**src/rtl/uart_tx_fsm.sv**
```systemverilog
// rtl/uart_tx_fsm.sv - UART transmit frame controller: start, data, optional parity, stop.
// Steps an external serializer with Ser_EN and drives a registered TX line.
module uart_tx_fsm #(
  parameter int width = 8
) (
  input  logic             CLK,
  input  logic             Reset,
  input  logic [width-1:0] Data,
  input  logic             Data_valid,
  input  logic             PAR_EN,
  input  logic             PAR_TYP,
  input  logic             Ser_data,
  output logic             Ser_EN,
  output logic             Busy,
  output logic             TX_OUT
);
  localparam int CW = (width > 1) ? $clog2(width) : 1;
  localparam logic [CW-1:0] LAST = CW'(width - 1);

  typedef enum logic [2:0] {IDLE, START, DATA, PARITY, STOP} state_t;

  state_t        state_q;
  logic [CW-1:0] bit_cnt_q;
  logic          par_bit_q;
  logic          par_en_q;
  logic          tx_q;
  logic          tx_d;

  // Line level follows the state one cycle later so TX_OUT never glitches.
  always_comb begin
    tx_d = 1'b1;
    case (state_q)
      IDLE:    tx_d = 1'b1;
      START:   tx_d = 1'b0;
      DATA:    tx_d = Ser_data;
      PARITY:  tx_d = par_bit_q;
      STOP:    tx_d = 1'b1;
      default: tx_d = 1'b1;
    endcase
  end

  always_ff @(posedge CLK or posedge Reset) begin
    if (Reset) begin
      state_q   <= IDLE;
      bit_cnt_q <= '0;
      par_bit_q <= 1'b0;
      par_en_q  <= 1'b0;
      tx_q      <= 1'b1;
    end else begin
      tx_q <= tx_d;
      case (state_q)
        IDLE: begin
          if (Data_valid) begin
            state_q   <= START;
            par_en_q  <= PAR_EN;
            par_bit_q <= (^Data) ^ PAR_TYP;
          end
        end
        START: begin
          state_q   <= DATA;
          bit_cnt_q <= '0;
        end
        DATA: begin
          bit_cnt_q <= bit_cnt_q + 1'b1;
          if (bit_cnt_q == LAST) begin
            state_q <= par_en_q ? PARITY : STOP;
          end
        end
        PARITY: state_q <= STOP;
        STOP:   state_q <= IDLE;
        default: state_q <= IDLE;
      endcase
    end
  end

  assign Ser_EN = (state_q == DATA);
  assign Busy   = (state_q != IDLE);
  assign TX_OUT = tx_q;

endmodule

```
**config.mk**
```make
export PLATFORM = sky130hd
export DESIGN_NAME = uart_tx_fsm
export DESIGN_NICKNAME = d
export VERILOG_FILES = /design/src/rtl/uart_tx_fsm.sv
export SDC_FILE = /design/constraint.sdc
export NUM_CORES = 1
export LEC_CHECK = 0
export BUFFER_PORTS_ARGS = -buffer_cell sky130_fd_sc_hd__buf_2
export CAP_MARGIN = 20
export CORE_AREA = 2 2 39 41
export CTS_CLUSTER_DIAMETER = 200
export DETAILED_ROUTE_END_ITERATION = 7
export DIE_AREA = 0 0 41 43
export PLACE_DENSITY = 0.64
export SLEW_MARGIN = 20
export SYNTH_ARGS = -nofsm -noshare
export SYNTH_HDL_FRONTEND = slang
export SYNTH_SLANG_ARGS = --single-unit
```
**constraint.sdc**
```tcl
create_clock -name CLK -period 1.85 [get_ports CLK]
set_clock_uncertainty 0.15 [all_clocks]
set_input_delay 0.185 -clock CLK [delete_from_list [all_inputs] [get_ports CLK]]
set_output_delay 0.185 -clock CLK [all_outputs]
set_load 0.02 [all_outputs]
```
==> flow_metrics.tcl, run 1 <==
set metrics [dict create \
    grt_max_degree 12 \
    antenna_found_initial 0 \
    syn_area_per_cell_um2 10.8 \
    post_cts_buffers 0 \
    min_path_type "primary input to register" \
    overflow 0 \
    layout_common_cells "buf_2, dfrtp_1, nand2_1" \
    finalMaxSlewViolations 0 \
    worst_slew_pin_slew_ps 337 \
    syn-num-nets 66 \
    n_antenna_cell 0 \
    post_drt_wl_per_cell_um 10.4 \
    nFillCells 134 \
    root_buffer "clkbuf_4" \
    fmax_mhz 596 \
    core-area_mm2 0.00138 \
    cp.required_ps 1510 \
    num_vias 417 \
    dr.pass1.iters 4 \
    peakVddDrop_mv 0.492 \
    grt_pass1_vias 391 \
    final_nets 88 \
    ctsResizeCount 0 \
    grt_usage 0.143 \
    critPathArrivalTime_ps 1340 \
    layout_commonest_cell "buf_2" \
    synth_seq_cells 9 \
    routed_wl_um 905 \
    tns_ps 0 \
    area_growth_syn_to_layout_pct 26.0 \
    drtIter0Drc 6 \
    dieWidth_um 41 \
    fin_util 0.490 \
    cts_max_level 1 \
    fin_crit_sh 0.907 \
    drtAntennaViolNets 0 \
    die_y_um 43 \
    start_util 0.389 \
    netlist_instances 50 \
    path_class "register to output pin" \
    rsz0062_at_grt "no" \
    status "completed" \
    yosys_warnings 0 \
    portBuffers 16 \
    cp_max_fo 11 \
    maxSlewHeadroom 0.775 \
    cts_tree "done" \
    finalCriticalPeriod_ps 1680 \
    rows 14 \
    drive_gt1_frac 0.366 \
    hpwlAfterDp_um 725 \
    cap_violations 0 \
    cts-hold-fix-buffers 1 \
    post_drt_via_cell_ratio 4.79 \
    drc 0 \
    ys_types 27 \
    gp_congestion 0.717 \
    p_leak_nw 0.345 \
    cts.sinks 9 \
    endpoint_kind "output pin" \
    p_per_area_mw_per_mm2 1380 \
    start_kind "register" \
    cts_made_buffers 3 \
    ios 17 \
    clk-insertion-delay-late_ps 270 \
    rrSetupSlack_ps 360 \
    ys_seq_area_frac 0.421 \
    hold_viol 0 \
    path_clk_slew_ps 60 \
    setup_viol 0 \
    cts_buffer_depth 2 \
    synth.cell_area_um2 538 \
    dieArea_mm2 0.00176 \
    grt_pass1_wl_mm 1.57 \
]
[cell type report]
cell class	instances	area, um2	share of cell area
well taps	16	20.0	0.0295
flip-flops and latches	9	226	0.334
clock buffers	4	26.3	0.0387
inverters	2	7.51	0.0111
multi-input cells	38	300	0.443
repair buffers	18	97.6	0.144
[worst max-delay path, stage by stage, from the launching register on]
cell	delay, ps
dfrtp_1	400
buf_4	180
or3_1	340
buf_2	160
[sequential cells by signal (all words and copies together) (netlist names)]
signal	flops
TX_OUT	1
par_en_q	1
state_q	3
par_bit_q	1
bit_cnt_q	3
[metal layers]
| layer | track usage | part of all wire |
|---|---|---|
| met1 | 0.169 | 0.47 |
| met2 | 0.178 | 0.41 |
| met3 | 0.0628 | 0.066 |
| met4 | 0.140 | 0.054 |
| met5 | 0 | 0 |
[per-stage QoR]
step | std cells | area [um2] | power [mW] | setup slack, ps | hold WS, ps
2_1_floorplan | 50 | 538 | 0.674 | 440 | -138
3_3_place_gp | 82 | 642 | 0.785 | 333 | 11.4
3_5_place_dp | 82 | 642 | 0.790 | 334 | 17.3
4_1_cts | 87 | 678 | 0.949 | 165 | 15.1
5_1_grt | 87 | 678 | 1.02 | 126 | 20.3
6_report | 87 | 678 | 0.935 | 172 | 15.8
[cell usage after synthesis]
cell / instances / area, um2
dfstp_2: 1 / 26.3
nand2b_1: 2 / 12.5
ha_1: 2 / 25.0
mux2_4: 1 / 15.0
o21a_1: 1 / 7.51
mux2i_1: 1 / 10.0
mux2_1: 1 / 11.3
a21oi_1: 1 / 5.00
a22oi_1: 2 / 15.0
xnor2_1: 3 / 26.3
inv_2: 1 / 3.75
nor3_1: 2 / 10.0
dfrtp_1: 8 / 200
o21ai_0: 1 / 5.00
xnor2_2: 2 / 32.5
xnor3_1: 1 / 22.5
xor2_1: 1 / 8.76
and3_1: 1 / 6.26
clkbuf_1: 1 / 3.75
nor2_1: 1 / 3.75
or3_1: 1 / 6.26
inv_1: 1 / 3.75
a21o_1: 1 / 7.51
nand2_1: 6 / 22.5
nor4b_2: 1 / 15.0
o21ai_1: 4 / 20.0
nor2b_1: 2 / 12.5
[kinds of logic (layout without fill, tap and decap cells)]
| group | after synthesis | count (layout) | synth area share |
|---|---|---|---|
| xor gates and xnor gates | 7 | 7 | 0.167 |
| and+or+nand+nor | 16 | 16 | 0.165 |
| adders and majority gates | 2 | 2 | 0.0465 |
| AOI/OAI and AO/OA | 10 | 10 | 0.112 |
| DFF | 9 | 9 | 0.421 |
| buffers and inverters | 3 | 24 | 0.0209 |
| muxes | 3 | 3 | 0.0674 |
[path summary, 6_finish.rpt]
check,to,startpoint,cells after the start
max,Busy,state_q[0],3
min,par_en_q,PAR_EN,2
max reg2reg,par_en_q,state_q[2],2
min reg2reg,par_bit_q,par_bit_q,1
max in group asynchronous,TX_OUT,Reset,3
min in group asynchronous,bit_cnt_q[0],Reset,3
[power breakdown]
group | switching, mW | internal, mW | total, mW
sequential | 0.0758 | 0.286 | 0.361
combinational | 0.215 | 0.207 | 0.422
clock | 0.0690 | 0.0832 | 0.152
Power figures use the tool's default switching activity.
==> inputs of run 2 (changes only) <==
ABC_AREA = 1   (was not set)
PLACE_DENSITY = not set   (was 0.64)
PLACE_DENSITY_LB_ADDON = 0.15   (was not set)
==> flow_metrics.tcl, run 2 <==
set metrics [dict create \
    status "completed" \
    layout_common_cells "nand2_1, inv_1, buf_2" \
    ios 17 \
    nFillCells 146 \
    tns_ps 0 \
    synth_seq_cells 9 \
    root_buffer "clkbuf_4" \
    grt_pass1_wl_mm 1.68 \
    path_class "register to output pin" \
    fin_util 0.526 \
    start_kind "register" \
    synth.cell_area_um2 572 \
    antenna_found_initial 0 \
    num_vias 558 \
    cts_buffer_depth 2 \
    synthTopCellsByCount "nand2_1, inv_1, nand3_1" \
    cp_max_fo 8 \
    reg_top3 "bit_cnt_q: 3 flops, state_q: 3 flops" \
    drtAntennaViolNets 0 \
    critPathArrivalTime_ps 1230 \
    clk-insertion-delay-late_ps 270 \
    rsz0062_at_grt "no" \
    portBuffers 16 \
    path_cells "nor2_4 -> nand2_4 -> inv_1 -> buf_2" \
    p_total_mw 0.994 \
    grtUsageMet2 0.238 \
    p_int_mw 0.566 \
    ys_types 16 \
    groute.layer.met1.usage 0.143 \
    cap_violations 0 \
    setup_viol 0 \
    min_path_type "primary input to register" \
    fin_area_um2 728 \
    drive_gt1_frac 0.252 \
    dieWidth_um 41 \
    finalMaxSlewViolations 0 \
    drc 0 \
    gr-max-usage-layer "met2" \
    synth_edf_count 0 \
    cp.required_ps 1510 \
    crit_slowest_cell "dfrtp_1" \
    p_per_area_mw_per_mm2 1370 \
    yosys_warnings 0 \
    fmax_mhz 641 \
    finalCriticalPeriod_ps 1560 \
    cts_tree "done" \
    layout_commonest_cell "nand2_1" \
    grtUsageMet3 0.0471 \
    die_y_um 43 \
    rows 14 \
    start_util 0.413 \
    synth_top_area_share 0.350 \
    synth-main-ff-cell "dfrtp_1" \
    overflow 0 \
    grt_pass1_vias 463 \
    area_growth_syn_to_layout_pct 27.4 \
    netlist_instances 80 \
    slowest_delay_ps 430 \
    ys_seq_area_frac 0.396 \
    routed_wl_mm 1.06 \
    synth.largest_area_cell "dfrtp_1" \
    hold_ws_ps 42.5 \
    post_drt_via_cell_ratio 4.69 \
    drtIter0Drc 5 \
    sequentialPowerShare 0.369 \
    worst_slew_pin_slew_ps 358 \
    hold_viol 0 \
    swShare 0.431 \
    gp_congestion 0.675 \
    p_leak_nw 0.442 \
    dr.pass1.iters 4 \
    cts_max_level 1 \
    endpoint_kind "output pin" \
    fin_crit_sh 0.843 \
    syn_area_per_cell_um2 7.15 \
    maxSlewHeadroom 0.761 \
    yosys-top-cells-area "dfrtp_1, nand2_1, inv_1, nand3_1, dfstp_2" \
    power_frac_clock 0.158 \
    core-area_mm2 0.00138 \
    cts_made_buffers 3 \
    switching_power_mw 0.429 \
    post_drt_wl_per_cell_um 8.92 \
    dieArea_mm2 0.00176 \
    path_clk_slew_ps 60 \
    grt_usage 0.151 \
    ctsResizeCount 0 \
    cts.sinks 9 \
    syn-num-nets 96 \
    final_nets 120 \
    hpwlAfterDp_um 836 \
    combinationalPowerShare 0.473 \
    n_antenna_cell 0 \
    ys_async_sr_fraction 1.00 \
    dpl_cell_area_um2 672 \
    grt_max_degree 10 \
    synth.most_common_cell "nand2_1" \
    peakVddDrop_mv 0.376 \
]
## run 2: cell count changes in the layout (fill, tap and decap cells not counted), moves of 3 or more
cell	delta
o21ai_1	-4
inv_1	+16
nand3_1	+10
nand2_1	+20
xnor2_1	-3
## run 2: routing by layer
layer  wire, um  up-vias
li1           -      294
met1        423      244
met2        539       15
met3         51        5
met4         47        0
met5          0        -
## run 2: final timing paths
kind                       slack (ps)         end         start  cells after the start
min in group asynchronous         280   par_bit_q         Reset                      3
min                                40  state_q[0]    Data_valid                      3
min reg2reg                       360   par_bit_q     par_bit_q                      2
max                               290      Ser_EN    state_q[0]                      4
max in group asynchronous         970      TX_OUT         Reset                      3
max reg2reg                       440  state_q[2]  bit_cnt_q[0]                      5
## run 2: stage by stage
stage	cells	setup WS, ps
after floorplan	80	496
after global placement	112	473
after global routing	119	195
after CTS	119	272
after detailed placement	112	458
final	119	290
## run 2: cell type report
type | count | area (um2) | share of cell area
Multi-Input combinational cell | 54 | 282 | 0.387
Sequential cell | 9 | 226 | 0.311
Timing Repair Buffer | 19 | 110 | 0.151
Inverter | 17 | 63.8 | 0.0876
Clock buffer | 4 | 26.3 | 0.0361
Tap cell | 16 | 20.0 | 0.0275
## run 2: power by group through the flow
stage               logic [mW]  clock network [mW]  registers [mW]
global placement         0.469                   0           0.367
CTS                      0.480               0.163           0.366
detailed placement       0.470                   0           0.370
global route             0.533               0.167           0.379
finish                   0.470               0.157           0.367
floorplan                0.351                   0           0.372
## run 2: critical path: cells and delay by family, from the launching register on
family | cells | cell delay (ps)
buffers and inverters | 2 | 280
DFF | 1 | 430
and+or+nand+nor | 2 | 250
## run 2: logic make-up (layout without fill, tap and decap cells)
logic type / after synthesis / count (layout) / synth area share
simple gates: 45 / 45 / 0.365
buf+inv: 17 / 40 / 0.112
flops: 9 / 9 / 0.396
compound gates: 6 / 6 / 0.0678
fa+ha+maj: 2 / 2 / 0.0438
xor+xnor: 1 / 1 / 0.0153
## run 2: timing repair
action | in CTS | in global routing
setup endpoints to repair | 0 | 0
hold endpoints to repair | 10 | 0
buffers inserted | 0 | 0
hold buffers | 3 | 0
==> inputs of run 3 (changes only) <==
clock period = 1.5 ns   (was 1.85 ns; I/O delays follow)
==> flow_metrics.tcl, run 3 (synthesis results as in run 2) <==
set metrics [dict create \
    maxSlewHeadroom 0.758 \
    area_growth_syn_to_layout_pct 31.7 \
    cp_max_fo 2 \
    overflow 0 \
    setup_viol 0 \
    dr.pass1.iters 4 \
    reg2reg_from "bit_cnt_q[0]" \
    rsz0062_at_grt "yes" \
    path_clk_slew_ps 60 \
    dieWidth_um 41 \
    seq_area_um2 226 \
    dpl_cell_area_um2 672 \
    nFillCells 144 \
    drtAntennaViolNets 0 \
    fin_crit_sh 0.978 \
    numPlacedInstances 112 \
    core-area_mm2 0.00138 \
    clk-insertion-delay-late_ps 270 \
    cp.required_ps 1200 \
    multi_input_area_um2 282 \
    cts_max_level 1 \
    timing.rr.end "state_q[2]" \
    drc 0 \
    root_buffer "clkbuf_4" \
    hpwlAfterDp_um 836 \
    cts.sinks 9 \
    crit_family "flip-flops" \
    grt_pass1_vias 479 \
    reg_top3 "bit_cnt_q: 3 flops, state_q: 3 flops" \
    whs_endpoint "state_q[2]" \
    hold_path_depth 3 \
    n_antenna_cell 0 \
    worst_slew_pin_slew_ps 363 \
    p_total_mw 1.30 \
    grt_pass1_wl_mm 1.71 \
    drive_gt1_frac 0.283 \
    rrSetupSlack_ps 90 \
    cts_made_buffers 3 \
    status "completed" \
    layout_commonest_cell "nand2_1" \
    critPathArrivalTime_ps 1170 \
    start_util 0.413 \
    path_class "register to output pin" \
    finalCriticalPeriod_ps 1470 \
    grt_max_degree 10 \
    p_leak_nw 0.455 \
    start_kind "register" \
    rows 14 \
    gp_congestion 0.675 \
    post_drt_via_cell_ratio 4.66 \
    worstRegToRegCells 5 \
    layout_common_cells "nand2_1, inv_1, buf_2" \
    num_vias 568 \
    die_y_um 43 \
    post_drt_wl_per_cell_um 8.89 \
    min_path_type "primary input to register" \
    fin_area_um2 753 \
    portBuffers 16 \
    min_from "Data_valid" \
    path_cells "nor2_4 -> buf_4 -> nand2_1 -> buf_2" \
    cts_buffer_depth 2 \
    cts_tree "done" \
    final_nets 123 \
    ios 17 \
    cap_violations 0 \
    drtIter0Drc 4 \
    grt_usage 0.153 \
    routed_wl_mm 1.09 \
    dieArea_mm2 0.00176 \
    hold_viol 0 \
    slowest_delay_ps 400 \
    endpoint_kind "output pin" \
    critical_path_buf_inv_count 2 \
    fmax_mhz 682 \
    peakVddDrop_mv 0.472 \
    p_per_area_mw_per_mm2 1730 \
    antenna_found_initial 0 \
    finalMaxSlewViolations 0 \
    instances_no_fill 122 \
    crit_slowest_cell "dfrtp_1" \
]
run 3: changes by cell type in the layout (fill, tap and decap cells not counted):
cell / before / now
buf_4: 0 / 4
buf_2: 16 / 15
inv_1: 17 / 16
inv_2: 0 / 1
run 3: metal layers:
metal | vias to the layer above | GRT usage | wire length, um
met5 | - | 0 | 0
met1 | 246 | 0.143 | 415
met2 | 17 | 0.244 | 560
li1 | 300 | - | -
met4 | 0 | 0.140 | 47
met3 | 5 | 0.0471 | 61
run 3: what timing repair did:
| item | 4_1_cts | 5_1_grt |
|---|---|---|
| pin swaps | 1 | 0 |
| endpoints found under the setup margin | 1 | 2 |
| hold endpoints to repair | 11 | 0 |
| setup buffers | 3 | 0 |
| hold buffers | 3 | 0 |
| resized for setup | 1 | 1 |
run 3: power breakdown:
group          internal, mW  leakage (nW)  total [mW]  switching [mW]
Combinational         0.287         0.328       0.659           0.372
Clock                 0.103        0.0150       0.195          0.0917
Sequential            0.366         0.112       0.446          0.0801
run 3: through the flow:
| step | hold WS, ps | setup slack (ps) | TNS, ps | utilization |
|---|---|---|---|---|
| floorplan | -173 | 146 | 0 | - |
| CTS | 9.53 | 23.7 | 0 | 0.544 |
| global placement | -12.5 | 123 | 0 | 0.486 |
| global route | 21.7 | -14.0 | -14.0 | 0.544 |
| finish | 6.72 | 33.3 | 0 | 0.544 |
| detailed placement | -7.34 | 108 | 0 | 0.486 |
run 3: how the worst max path moves through the flow:
stage	cells past startpoint	slack, ps	from	to
floorplan	5	150	bit_cnt_q[0]	state_q[0]
global placement	5	120	bit_cnt_q[0]	state_q[2]
detailed placement	5	110	bit_cnt_q[0]	state_q[2]
CTS	4	20	state_q[0]	Ser_EN
global route	4	-10	state_q[0]	Busy
finish	4	30	state_q[0]	Busy
run 3: tightest hold or removal path, cell delays in order:
cell	delay [ps]
buf_2	100
o21ai_2	70
nor2_2	70
run 3: cell type report:
class	count	share of cell area
multi-input cells	54	0.374
clock buffers	4	0.0349
well taps	16	0.0266
repair buffers	22	0.179
inverters	17	0.0847
flip-flops and latches	9	0.301
